### src/rtl/eq_seq_cmp.sv
// eq_seq_cmp: multi-cycle magnitude/equality comparator.
//
// Compares two WIDTH-bit operands one SLICE-bit slice per clock. It starts at
// the most significant slice and stops at the first slice that differs, so
// the critical path is a SLICE-bit compare rather than a WIDTH-bit one. In
// signed mode the operands are compared as two's-complement values.
//
// Ports
//   clk          rising-edge clock
//   reset        asynchronous, active-high reset
//   start        request; sampled only in IDLE
//   signed_mode  1 = two's-complement compare, 0 = unsigned; sampled with start
//   a, b         operands; sampled with start
//   busy         1 while the slice walk is running
//   done         1-cycle pulse; eq/lt/gt are valid in this cycle
//   eq, lt, gt   result flags; held until the next compare completes
module eq_seq_cmp #(
    parameter int WIDTH = 32,
    parameter int SLICE = 8
) (
    input  logic             clk,
    input  logic             reset,
    input  logic             start,
    input  logic             signed_mode,
    input  logic [WIDTH-1:0] a,
    input  logic [WIDTH-1:0] b,
    output logic             busy,
    output logic             done,
    output logic             eq,
    output logic             lt,
    output logic             gt
);

    localparam int NS    = WIDTH / SLICE;
    localparam int IDX_W = (NS > 1) ? $clog2(NS) : 1;

    localparam logic [1:0] ST_IDLE = 2'd0;
    localparam logic [1:0] ST_RUN  = 2'd1;
    localparam logic [1:0] ST_DONE = 2'd2;

    // Inverting the sign bit maps two's-complement order onto unsigned order,
    // so one unsigned slice comparator serves both modes.
    localparam logic [WIDTH-1:0] SIGN_MSK = {1'b1, {(WIDTH-1){1'b0}}};

    logic [1:0]       state_q, state_d;
    logic [IDX_W-1:0] idx_q,   idx_d;
    logic             eq_q,    eq_d;
    logic             lt_q,    lt_d;
    logic             gt_q,    gt_d;
    logic [WIDTH-1:0] a_q, b_q;
    logic             load;

    logic [SLICE-1:0] a_sl, b_sl;

    assign a_sl = a_q[int'(idx_q)*SLICE +: SLICE];
    assign b_sl = b_q[int'(idx_q)*SLICE +: SLICE];

    // NOTE: every signal driven here gets a default first, so no path leaves
    // it unassigned and no latch is inferred.
    always_comb begin
        state_d = state_q;
        idx_d   = idx_q;
        eq_d    = eq_q;
        lt_d    = lt_q;
        gt_d    = gt_q;
        load    = 1'b0;
        case (state_q)
            ST_IDLE: begin
                if (start) begin
                    load    = 1'b1;
                    idx_d   = IDX_W'(NS - 1);
                    state_d = ST_RUN;
                end
            end
            ST_RUN: begin
                if (a_sl != b_sl) begin
                    eq_d    = 1'b0;
                    lt_d    = (a_sl < b_sl);
                    gt_d    = (a_sl > b_sl);
                    state_d = ST_DONE;
                end else if (idx_q == '0) begin
                    eq_d    = 1'b1;
                    lt_d    = 1'b0;
                    gt_d    = 1'b0;
                    state_d = ST_DONE;
                end else begin
                    idx_d = idx_q - 1'b1;
                end
            end
            ST_DONE: begin
                state_d = ST_IDLE;
            end
            default: begin
                state_d = ST_IDLE;
            end
        endcase
    end

    // NOTE: sequential state uses non-blocking assignments so every register
    // samples the pre-edge values regardless of statement order.
    always_ff @(posedge clk or posedge reset) begin
        if (reset) begin
            state_q <= ST_IDLE;
            idx_q   <= '0;
            eq_q    <= 1'b0;
            lt_q    <= 1'b0;
            gt_q    <= 1'b0;
        end else begin
            state_q <= state_d;
            idx_q   <= idx_d;
            eq_q    <= eq_d;
            lt_q    <= lt_d;
            gt_q    <= gt_d;
        end
    end

    // NOTE: the operand registers carry no reset; they are always loaded
    // before the FSM reads them, so a reset would only cost area and routing.
    always_ff @(posedge clk) begin
        if (load) begin
            a_q <= a ^ (signed_mode ? SIGN_MSK : '0);
            b_q <= b ^ (signed_mode ? SIGN_MSK : '0);
        end
    end

    assign busy = (state_q == ST_RUN);
    assign done = (state_q == ST_DONE);
    assign eq   = eq_q;
    assign lt   = lt_q;
    assign gt   = gt_q;

endmodule

### config.mk
export PLATFORM = sky130hd
export DESIGN_NAME = eq_seq_cmp
export DESIGN_NICKNAME = d
export VERILOG_FILES = /design/src/rtl/eq_seq_cmp.sv
export SDC_FILE = /design/constraint.sdc
export NUM_CORES = 1
export LEC_CHECK = 0
export ABC_AREA = 1
export BUFFER_PORTS_ARGS = -buffer_cell sky130_fd_sc_hd__buf_2
export CORE_AREA = 4 4 87 89
export DETAILED_ROUTE_END_ITERATION = 16
export DIE_AREA = 0 0 91 93
export PLACE_DENSITY = 0.71
export SLEW_MARGIN = 30
export SYNTH_ARGS = -nofsm -noshare
export SYNTH_HDL_FRONTEND = slang
export SYNTH_SLANG_ARGS = --single-unit
### constraint.sdc
create_clock -name clk -period 2.3 [get_ports clk]
set_input_delay 0.115 -clock clk [delete_from_list [all_inputs] [get_ports clk]]
set_output_delay 0.115 -clock clk [all_outputs]
set_load 0.01 [all_outputs]
==> metrics.txt, run 1 <==
# TYPE chip_impl_metric gauge
chip_impl_info{name="outcome",value="finished, final reports clean"} 1
chip_impl_metric{name="drt-wirelength-per-cell",unit="um"} 14.6
chip_impl_metric{name="relSlewSlack",unit=""} 0.646
chip_impl_metric{name="power.switching",unit="uW"} 1740
chip_impl_metric{name="post_synth_simple_gate_area",unit=""} 0.116
chip_impl_metric{name="comb_power_share",unit=""} 0.394
chip_impl_metric{name="antenna_violations_before_repair",unit=""} 0
chip_impl_metric{name="p_clk_frac",unit=""} 0.221
chip_impl_metric{name="netlist_area",unit="um2"} 3020
chip_impl_metric{name="synth.area.mux_share",unit=""} 0
chip_impl_info{name="cts_root_buf",value="sky130_fd_sc_hd__clkbuf_8"} 1
chip_impl_info{name="timing_worst_setup_path_type",value="register to register"} 1
chip_impl_metric{name="fp.dieW",unit="um"} 91
chip_impl_metric{name="post-cts-setup-buffers",unit=""} 0
chip_impl_info{name="synth.top_cells.by_count",value="sky130_fd_sc_hd__edfxtp_1, sky130_fd_sc_hd__nand2_1, sky130_fd_sc_hd__nor2_1"} 1
chip_impl_info{name="worst_r2r_endpoint",value="lt"} 1
chip_impl_metric{name="fp.dieH",unit="um"} 93
chip_impl_metric{name="worst_setup_hold_path_clk_slew",unit="ps"} 70
chip_impl_info{name="worstHoldEndpoint",value="a_q[31]"} 1
chip_impl_info{name="worstSetupStartpointType",value="register"} 1
chip_impl_metric{name="ios",unit=""} 73
chip_impl_metric{name="firstDrtPassIters",unit=""} 4
chip_impl_metric{name="p_per_area",unit="nW/um2"} 1140
chip_impl_metric{name="tightestPinTransition",unit="ps"} 532
chip_impl_metric{name="h_tree_levels",unit=""} 3
chip_impl_metric{name="post-dp-hpwl",unit="um"} 4180
chip_impl_metric{name="gr_ovfl_total",unit=""} 0
chip_impl_metric{name="dr_total_vias",unit=""} 2231
chip_impl_info{name="prevailing_post_synth_register_cell",value="sky130_fd_sc_hd__edfxtp_1"} 1
chip_impl_metric{name="worstHoldPathCells",unit=""} 2
chip_impl_info{name="ys_top_cells_by_area",value="sky130_fd_sc_hd__edfxtp_1, sky130_fd_sc_hd__dfrtp_1, sky130_fd_sc_hd__nand2_1"} 1
chip_impl_metric{name="worstRegToRegCells",unit=""} 11
chip_impl_metric{name="worst_setup_slack_for_register_to_register_paths",unit="ps"} 200
chip_impl_info{name="crit_path_top_delay_cell",value="sky130_fd_sc_hd__dfrtp_1"} 1
chip_impl_metric{name="post-route-min-period",unit="ps"} 2100
chip_impl_metric{name="num_rows",unit=""} 30
chip_impl_metric{name="internal_power",unit="uW"} 3100
chip_impl_metric{name="synth.yosys.warnings",unit=""} 0
chip_impl_metric{name="synth_seq_area_share",unit=""} 0.695
chip_impl_metric{name="clock_tree.buffer_depth",unit=""} 2
chip_impl_metric{name="final.fill_count",unit=""} 509
chip_impl_metric{name="multi_input_area",unit="um2"} 748
chip_impl_metric{name="max_cap_viol_count",unit=""} 0
chip_impl_metric{name="post_cts.resized_instances",unit=""} 0
chip_impl_metric{name="maxClockFrequency",unit="MHz"} 477
chip_impl_info{name="timing.hold.worst.class",value="input pin to register"} 1
chip_impl_metric{name="detail_route.iter0.violations",unit=""} 129
chip_impl_info{name="yosys.area.top_type",value="sky130_fd_sc_hd__edfxtp_1"} 1
chip_impl_info{name="path_cells",value="buf_4 -> o21ai_0 -> o22ai_1 -> ha_1 -> nand2_2 -> nor2_4 -> nand2_2 -> nand2_4 -> inv_1 -> nand3_1 -> nand2_1"} 1
chip_impl_metric{name="vias_per_cell",unit=""} 4.90
chip_impl_metric{name="post-route-util",unit=""} 0.629
chip_impl_info{name="setup.worst_path.end_class",value="register"} 1
chip_impl_metric{name="finalSetupViolCount",unit=""} 0
chip_impl_metric{name="remaining_drc_errors",unit=""} 0
chip_impl_metric{name="cts-buffers-inserted",unit=""} 9
chip_impl_metric{name="grt_max_degree",unit=""} 44
chip_impl_metric{name="share_of_the_clock_period_used_by_the_worst_path",unit=""} 0.911
chip_impl_metric{name="wl",unit="um"} 6640
chip_impl_info{name="critical_path.reg2reg.startpoint",value="idx_q[0]"} 1
chip_impl_metric{name="synth-xor-area-share",unit=""} 0.00581
chip_impl_metric{name="crit_arrival",unit="ps"} 2340
chip_impl_metric{name="synth_top_area_frac",unit=""} 0.637
chip_impl_info{name="cts_tree",value="built"} 1
chip_impl_metric{name="largest_fanout_of_any_net_on_the_critical_path",unit=""} 15
chip_impl_metric{name="timing.setup.tns",unit="ps"} 0
chip_impl_metric{name="core-area",unit="um2"} 6760
chip_impl_metric{name="die_area",unit="um2"} 8460
chip_impl_metric{name="switching_share",unit=""} 0.359
chip_impl_metric{name="mappedNetlistNets",unit=""} 305
chip_impl_metric{name="initial_utilization",unit=""} 0.446
chip_impl_metric{name="area_growth",unit="%"} 41.0
chip_impl_metric{name="first_global_vias",unit=""} 2259
chip_impl_metric{name="critPathRequiredTime",unit="ps"} 2540
chip_impl_metric{name="synthesis.instances",unit=""} 228
chip_impl_metric{name="unique_cell_type_count_in_the_yosys_netlist",unit=""} 25
chip_impl_metric{name="maxSlewViolCount",unit=""} 0
chip_impl_metric{name="antennaDiodeCount",unit=""} 0
chip_impl_metric{name="wire_length_of_the_first_global_routing_pass",unit="um"} 10200
chip_impl_metric{name="timing.clock.skew",unit="ps"} 7.92
chip_impl_metric{name="power_frac_seq",unit=""} 0.385
chip_impl_metric{name="register_area",unit="um2"} 2100
chip_impl_info{name="setup_repair_after_global_routing_missed_its_margin",value="no"} 1
chip_impl_metric{name="postCtsHoldBufs",unit=""} 63
chip_impl_metric{name="globalplace.congestion",unit=""} 0.776
chip_impl_metric{name="synth_edf_count",unit=""} 64
chip_impl_metric{name="async_flop_share",unit=""} 0.0986
chip_impl_info{name="most_instantiated_library_cell_after_synthesis",value="sky130_fd_sc_hd__edfxtp_1"} 1
chip_impl_metric{name="delay_of_the_slowest_cell_on_the_worst_path",unit="ps"} 480
chip_impl_metric{name="p_leak",unit="uW"} 0.00176
chip_impl_metric{name="clk-insertion-delay-late",unit="ps"} 350
chip_impl_info{name="min-delay-start",value="a[31]"} 1
chip_impl_metric{name="groute.usage.overall",unit=""} 0.157
chip_impl_info{name="cpMostUsedCell",value="sky130_fd_sc_hd__nand2_2"} 1
chip_impl_metric{name="drive_gt1_frac",unit=""} 0.280
chip_impl_metric{name="final_antenna_net_count",unit=""} 0
chip_impl_metric{name="clock-sinks",unit=""} 71
chip_impl_metric{name="synth_area_per_cell",unit="um2"} 13.2
chip_impl_metric{name="nets",unit=""} 447
chip_impl_metric{name="synthAdderAreaFrac",unit=""} 0.0373
chip_impl_metric{name="place.port_buffers",unit=""} 72
chip_impl_metric{name="ir_worst_vdd",unit="mV"} 0.702
chip_impl_metric{name="yosys_reg_bits",unit=""} 71
chip_impl_metric{name="timing_hold_violations_final",unit=""} 0
chip_impl_metric{name="synth-compound-area-share",unit=""} 0.0888
chip_impl_info{name="combinational_family_with_the_most_area_after_synthesis",value="simple AND/OR/NAND/NOR gates"} 1
## critical path: cells and delay by family, from the launching register on
family / cells / cell delay [ps]
compound gates: 2 / 380
fa+ha+maj: 1 / 330
buf+inv: 2 / 300
flops: 1 / 480
simple gates: 6 / 490
## per-stage QoR
stage	power (uW)	worst slack (ps)	hold WS (ps)	instances	instance area [um2]
floorplan	3330	49.8	-81.6	228	3020
global placement	3600	300	63.9	376	3410
detailed placement	3690	218	67.3	376	3410
CTS	4850	211	76.2	455	4250
global route	5120	74.6	66.9	455	4250
finish	4840	204	68.0	455	4250
## power groups by stage
stage                     Clock [uW]  Sequential (uW)  Combinational, uW
after floorplan                    0             1870               1470
after global placement             0             1880               1720
after detailed placement           0             1890               1800
after CTS                       1070             1860               1910
after global routing            1130             1890               2100
final                           1070             1860               1910
## registers in the layout (all words and copies together), names as in the netlist
register and count:
gt 1, idx_q 2, eq 1, lt 1
a_q 32, state_q 2, b_q 32
## cells by family (layout without fill, tap and decap cells)
logic type | Yosys count | in the layout
buf+inv | 22 | 169
flops | 71 | 71
compound gates | 43 | 43
fa+ha+maj | 9 | 9
simple gates | 81 | 81
xor+xnor | 2 | 2
## routing by layer
| metal | global-route usage | wire, um |
|---|---|---|
| met5 | 0 | 0 |
| met4 | 0.0729 | 176 |
| met2 | 0.281 | 3430 |
| met1 | 0.176 | 2700 |
| met3 | 0.0386 | 334 |
## layout by cell type (no fill, tap or decap), drive strengths merged, types with 4 or more instances in the layout
cell type	n
nor2	24
ha	9
clkbuf	10
clkinv	4
edfxtp	64
nand2	51
a21oi	10
a32o	8
o22ai	8
dlygate4sd3	63
buf	78
o21ai	16
inv	11
dfrtp	7
## layout make-up
class,instances,share of cell area
multi-input cells,135,0.176
inverters,12,0.0138
clock inverters,6,0.0200
repair buffers,141,0.244
flip-flops and latches,71,0.493
well taps,80,0.0235
clock buffers,10,0.0300
## how the worst max path moves through the flow
stage / slack [ps] / cells after the start / startpoint / endpoint
2_1_floorplan: 50 / 3 / state_q[0] / a_q[0]
3_3_place_gp: 300 / 11 / idx_q[0] / lt
3_5_place_dp: 220 / 11 / idx_q[0] / lt
4_1_cts: 210 / 11 / idx_q[0] / lt
5_1_grt: 70 / 11 / idx_q[0] / gt
6_report: 200 / 11 / idx_q[0] / lt
(Power assumes the default switching activity.)
==> inputs of run 2 (changes only) <==
ABC_AREA = unset   (was 1)
CORE_AREA = 4 4 85 87   (was 4 4 87 89)
DIE_AREA = 0 0 89 91   (was 0 0 91 93)
==> run 2 against run 1 <==
Compared with the run above: fmax is 8.7% lower; clock-buffer cell count shrank 1; clock power decreased by 22%; final area rose by 1.6%; die area fell by 4.3%; global-route usage up 0.69 points; critical endpoint is now idx_q[0]; largest cell class unchanged; largest power group is now sequential cells.
==> metrics.txt, run 2 <==
# TYPE chip_impl_metric gauge
chip_impl_info{name="yosys.area.top_type",value="sky130_fd_sc_hd__edfxtp_1"} 1
chip_impl_metric{name="synth.yosys.warnings",unit=""} 0
chip_impl_metric{name="gr-usage-met2",unit=""} 0.288
chip_impl_info{name="cts_root_buf",value="sky130_fd_sc_hd__clkbuf_8"} 1
chip_impl_metric{name="vias_per_cell",unit=""} 4.80
chip_impl_metric{name="die_area",unit="um2"} 8100
chip_impl_metric{name="gr_ovfl_total",unit=""} 0
chip_impl_metric{name="relSlewSlack",unit=""} 0.592
chip_impl_metric{name="post_synth_simple_gate_area",unit=""} 0.0313
chip_impl_metric{name="stdcell_count",unit=""} 383
chip_impl_metric{name="p_leak",unit="uW"} 0.00175
chip_impl_metric{name="synth.area.mux_share",unit=""} 0.136
chip_impl_metric{name="dpl_worst_slack",unit="ps"} -52.7
chip_impl_info{name="biggestRegsByFlops",value="a_q (32), b_q (32)"} 1
chip_impl_metric{name="synth_seq_area_share",unit=""} 0.728
chip_impl_metric{name="clock-sinks",unit=""} 71
chip_impl_metric{name="core-area",unit="um2"} 6350
chip_impl_metric{name="fp.dieH",unit="um"} 91
chip_impl_metric{name="synth_area_per_cell",unit="um2"} 19.7
chip_impl_metric{name="synth-compound-area-share",unit=""} 0.0274
chip_impl_metric{name="async_flop_share",unit=""} 0.0986
chip_impl_info{name="timing.hold.worst.class",value="input pin to register"} 1
chip_impl_metric{name="clock_tree.buffer_depth",unit=""} 2
chip_impl_metric{name="synth_edf_count",unit=""} 64
chip_impl_metric{name="synth-xor-area-share",unit=""} 0.00608
chip_impl_metric{name="ir_worst_vdd",unit="mV"} 0.520
chip_impl_info{name="combinational_family_with_the_most_area_after_synthesis",value="multiplexers"} 1
chip_impl_info{name="setup.worst_path.end_class",value="register"} 1
chip_impl_metric{name="global_routing_met1_resource_utilization",unit=""} 0.194
chip_impl_metric{name="power.switching",unit="uW"} 1170
chip_impl_metric{name="num_rows",unit=""} 29
chip_impl_metric{name="synth_top_area_frac",unit=""} 0.668
chip_impl_metric{name="p_per_area",unit="nW/um2"} 941
chip_impl_metric{name="post-route-min-period",unit="ps"} 2300
chip_impl_metric{name="unique_cell_type_count_in_the_yosys_netlist",unit=""} 25
chip_impl_info{name="synth.top_cells.by_count",value="sky130_fd_sc_hd__edfxtp_1, sky130_fd_sc_hd__mux4_2, sky130_fd_sc_hd__inv_1"} 1
chip_impl_metric{name="max_cap_viol_count",unit=""} 0
chip_impl_metric{name="multi_input_area",unit="um2"} 757
chip_impl_metric{name="mappedNetlistNets",unit=""} 223
chip_impl_info{name="most_instantiated_library_cell_after_synthesis",value="sky130_fd_sc_hd__edfxtp_1"} 1
chip_impl_metric{name="share_of_the_clock_period_used_by_the_worst_path",unit=""} 0.998
chip_impl_metric{name="drt-wirelength-per-cell",unit="um"} 16.1
chip_impl_metric{name="wire_length_of_the_first_global_routing_pass",unit="um"} 9790
chip_impl_metric{name="comb_power_share",unit=""} 0.369
chip_impl_metric{name="power_frac_seq",unit=""} 0.426
chip_impl_info{name="highest_count_cells_in_the_layout_ignoring_fill_and_taps",value="sky130_fd_sc_hd__buf_2, sky130_fd_sc_hd__edfxtp_1, sky130_fd_sc_hd__dlygate4sd3_1"} 1
chip_impl_metric{name="worst_setup_hold_path_clk_slew",unit="ps"} 70
chip_impl_info{name="timing_worst_setup_path_type",value="register to register"} 1
chip_impl_metric{name="grt_max_degree",unit=""} 44
chip_impl_metric{name="layout.cell_area.non_filler",unit="um2"} 4320
chip_impl_info{name="cts_tree",value="built"} 1
chip_impl_metric{name="final.fill_count",unit=""} 419
chip_impl_metric{name="critPathRequiredTime",unit="ps"} 2530
chip_impl_metric{name="maxSlewViolCount",unit=""} 0
chip_impl_metric{name="switching_share",unit=""} 0.289
chip_impl_metric{name="post-dp-hpwl",unit="um"} 3650
chip_impl_info{name="globalRoute.busiestLayer",value="met2"} 1
chip_impl_metric{name="area_growth",unit="%"} 50.1
chip_impl_metric{name="wl",unit="um"} 6150
chip_impl_metric{name="largest_fanout_of_any_net_on_the_critical_path",unit=""} 7
chip_impl_metric{name="setup_ws_post_layout",unit="ps"} 4.46
chip_impl_info{name="prevailing_post_synth_register_cell",value="sky130_fd_sc_hd__edfxtp_1"} 1
chip_impl_metric{name="fp.dieW",unit="um"} 89
chip_impl_metric{name="timing_hold_violations_final",unit=""} 0
chip_impl_metric{name="initial_utilization",unit=""} 0.453
chip_impl_metric{name="netlist_area",unit="um2"} 2880
chip_impl_metric{name="maxClockFrequency",unit="MHz"} 436
chip_impl_metric{name="tightestPinTransition",unit="ps"} 610
chip_impl_metric{name="firstDrtPassIters",unit=""} 4
chip_impl_metric{name="timing.clock.skew",unit="ps"} 6.91
chip_impl_metric{name="place.detailed.instances",unit=""} 299
chip_impl_metric{name="globalplace.congestion",unit=""} 0.837
chip_impl_metric{name="place.port_buffers",unit=""} 72
chip_impl_metric{name="finalSetupViolCount",unit=""} 0
chip_impl_metric{name="first_global_vias",unit=""} 2055
chip_impl_metric{name="antenna_violations_before_repair",unit=""} 0
chip_impl_metric{name="crit_arrival",unit="ps"} 2530
chip_impl_metric{name="detail_route.iter0.violations",unit=""} 72
chip_impl_metric{name="groute.usage.overall",unit=""} 0.164
chip_impl_metric{name="yosys_reg_bits",unit=""} 71
chip_impl_metric{name="drive_gt1_frac",unit=""} 0.425
chip_impl_metric{name="h_tree_levels",unit=""} 3
chip_impl_metric{name="p_clk_frac",unit=""} 0.204
chip_impl_metric{name="cts-buffers-inserted",unit=""} 9
chip_impl_metric{name="internal_power",unit="uW"} 2890
chip_impl_metric{name="clk-insertion-delay-late",unit="ps"} 340
chip_impl_metric{name="timing.setup.tns",unit="ps"} 0
chip_impl_metric{name="register_area",unit="um2"} 2100
chip_impl_info{name="mostFrequentLayoutCell",value="sky130_fd_sc_hd__buf_2"} 1
chip_impl_metric{name="antennaDiodeCount",unit=""} 0
chip_impl_metric{name="dr_total_vias",unit=""} 1840
chip_impl_info{name="setup_repair_after_global_routing_missed_its_margin",value="yes"} 1
chip_impl_metric{name="dpl_cell_area",unit="um2"} 3400
chip_impl_metric{name="grt_use_met3",unit=""} 0.0380
chip_impl_metric{name="synthesis.instances",unit=""} 146
chip_impl_metric{name="post-route-util",unit=""} 0.681
chip_impl_info{name="outcome",value="finished, final reports clean"} 1
chip_impl_info{name="ys_top_cells_by_area",value="sky130_fd_sc_hd__edfxtp_1, sky130_fd_sc_hd__mux4_2, sky130_fd_sc_hd__dfrtp_1"} 1
chip_impl_metric{name="final_antenna_net_count",unit=""} 0
chip_impl_metric{name="nets",unit=""} 378
chip_impl_metric{name="ios",unit=""} 73
chip_impl_metric{name="synthAdderAreaFrac",unit=""} 0.0391
chip_impl_info{name="worstSetupStartpointType",value="register"} 1
chip_impl_metric{name="remaining_drc_errors",unit=""} 0
[run 2: changes by cell type in the layout (fill, tap and decap cells not counted), moves of 4 or more]
| cell | previous run | this run |
|---|---|---|
| sky130_fd_sc_hd__nand2_1 | 45 | 5 |
| sky130_fd_sc_hd__nor2_1 | 22 | 0 |
| sky130_fd_sc_hd__mux4_2 | 0 | 16 |
| sky130_fd_sc_hd__o21ai_0 | 10 | 1 |
| sky130_fd_sc_hd__a32o_1 | 8 | 0 |
| sky130_fd_sc_hd__o22ai_1 | 8 | 0 |
| sky130_fd_sc_hd__a21oi_1 | 10 | 4 |
| sky130_fd_sc_hd__o21ai_1 | 6 | 0 |
| sky130_fd_sc_hd__ha_1 | 9 | 5 |
| sky130_fd_sc_hd__ha_4 | 0 | 4 |
| sky130_fd_sc_hd__nand2_2 | 4 | 0 |
[run 2: cell type report]
class / count / share of cell area
flip-flops and latches: 71 / 0.486
clock inverters: 7 / 0.00926
well taps: 77 / 0.0223
multi-input cells: 57 / 0.175
repair buffers: 149 / 0.268
clock buffers: 9 / 0.0287
inverters: 13 / 0.0113
[run 2: worst max-delay path, stage by stage, from the launching register on]
cell                      delay (ps)
sky130_fd_sc_hd__dfrtp_2         430
sky130_fd_sc_hd__buf_12          150
sky130_fd_sc_hd__mux4_2          530
sky130_fd_sc_hd__ha_4            280
sky130_fd_sc_hd__nand4_1         140
sky130_fd_sc_hd__nor2_2          170
sky130_fd_sc_hd__a31o_4          180
sky130_fd_sc_hd__mux2_4          290
[run 2: final timing paths]
kind	start	end	depth (start not counted)	slack [ps]
worst max-delay path	idx_q[0]	idx_q[0]	7	4
worst min-delay path	b[31]	b_q[31]	2	90
worst max register to register	idx_q[0]	idx_q[0]	7	4
worst min register to register	lt	lt	2	510
max in group asynchronous	reset	idx_q[0]	3	1820
min in group asynchronous	reset	idx_q[1]	3	240
[run 2: stage by stage]
| step | total power, uW | hold slack (ps) |
|---|---|---|
| CTS | 4030 | 60.8 |
| floorplan | 2550 | -81.6 |
| global placement | 2890 | 51.2 |
| detailed placement | 2920 | 54.9 |
| global route | 4300 | 83.4 |
| finish | 4070 | 86.0 |
[run 2: cell families (layout without fill, tap and decap cells)]
family / count (synthesis) / after routing
buf+inv: 18 / 178
flops: 71 / 71
simple gates: 17 / 17
compound gates: 11 / 11
mux: 18 / 18
fa+ha+maj: 9 / 9
xor+xnor: 2 / 2
[run 2: metal layers]
layer	wire, um	share of wire
met1	2430	0.39
met2	3230	0.53
met3	367	0.060
met4	126	0.020
met5	0	0
[run 2: power by group through the flow]
stage,Clock [uW],Sequential [uW],Combinational [uW]
2_1_floorplan,0,1730,816
3_3_place_gp,0,1750,1140
3_5_place_dp,0,1750,1160
4_1_cts,846,1740,1450
5_1_grt,897,1760,1650
6_report,831,1730,1500
[run 2: what timing repair did]
action,CTS,global route
gates resized for setup,11,2
gates cloned,1,0
hold buffers,63,0
setup endpoints to repair,5,5
setup buffers,3,1
pin swaps,7,5
endpoints found under the hold margin,69,0
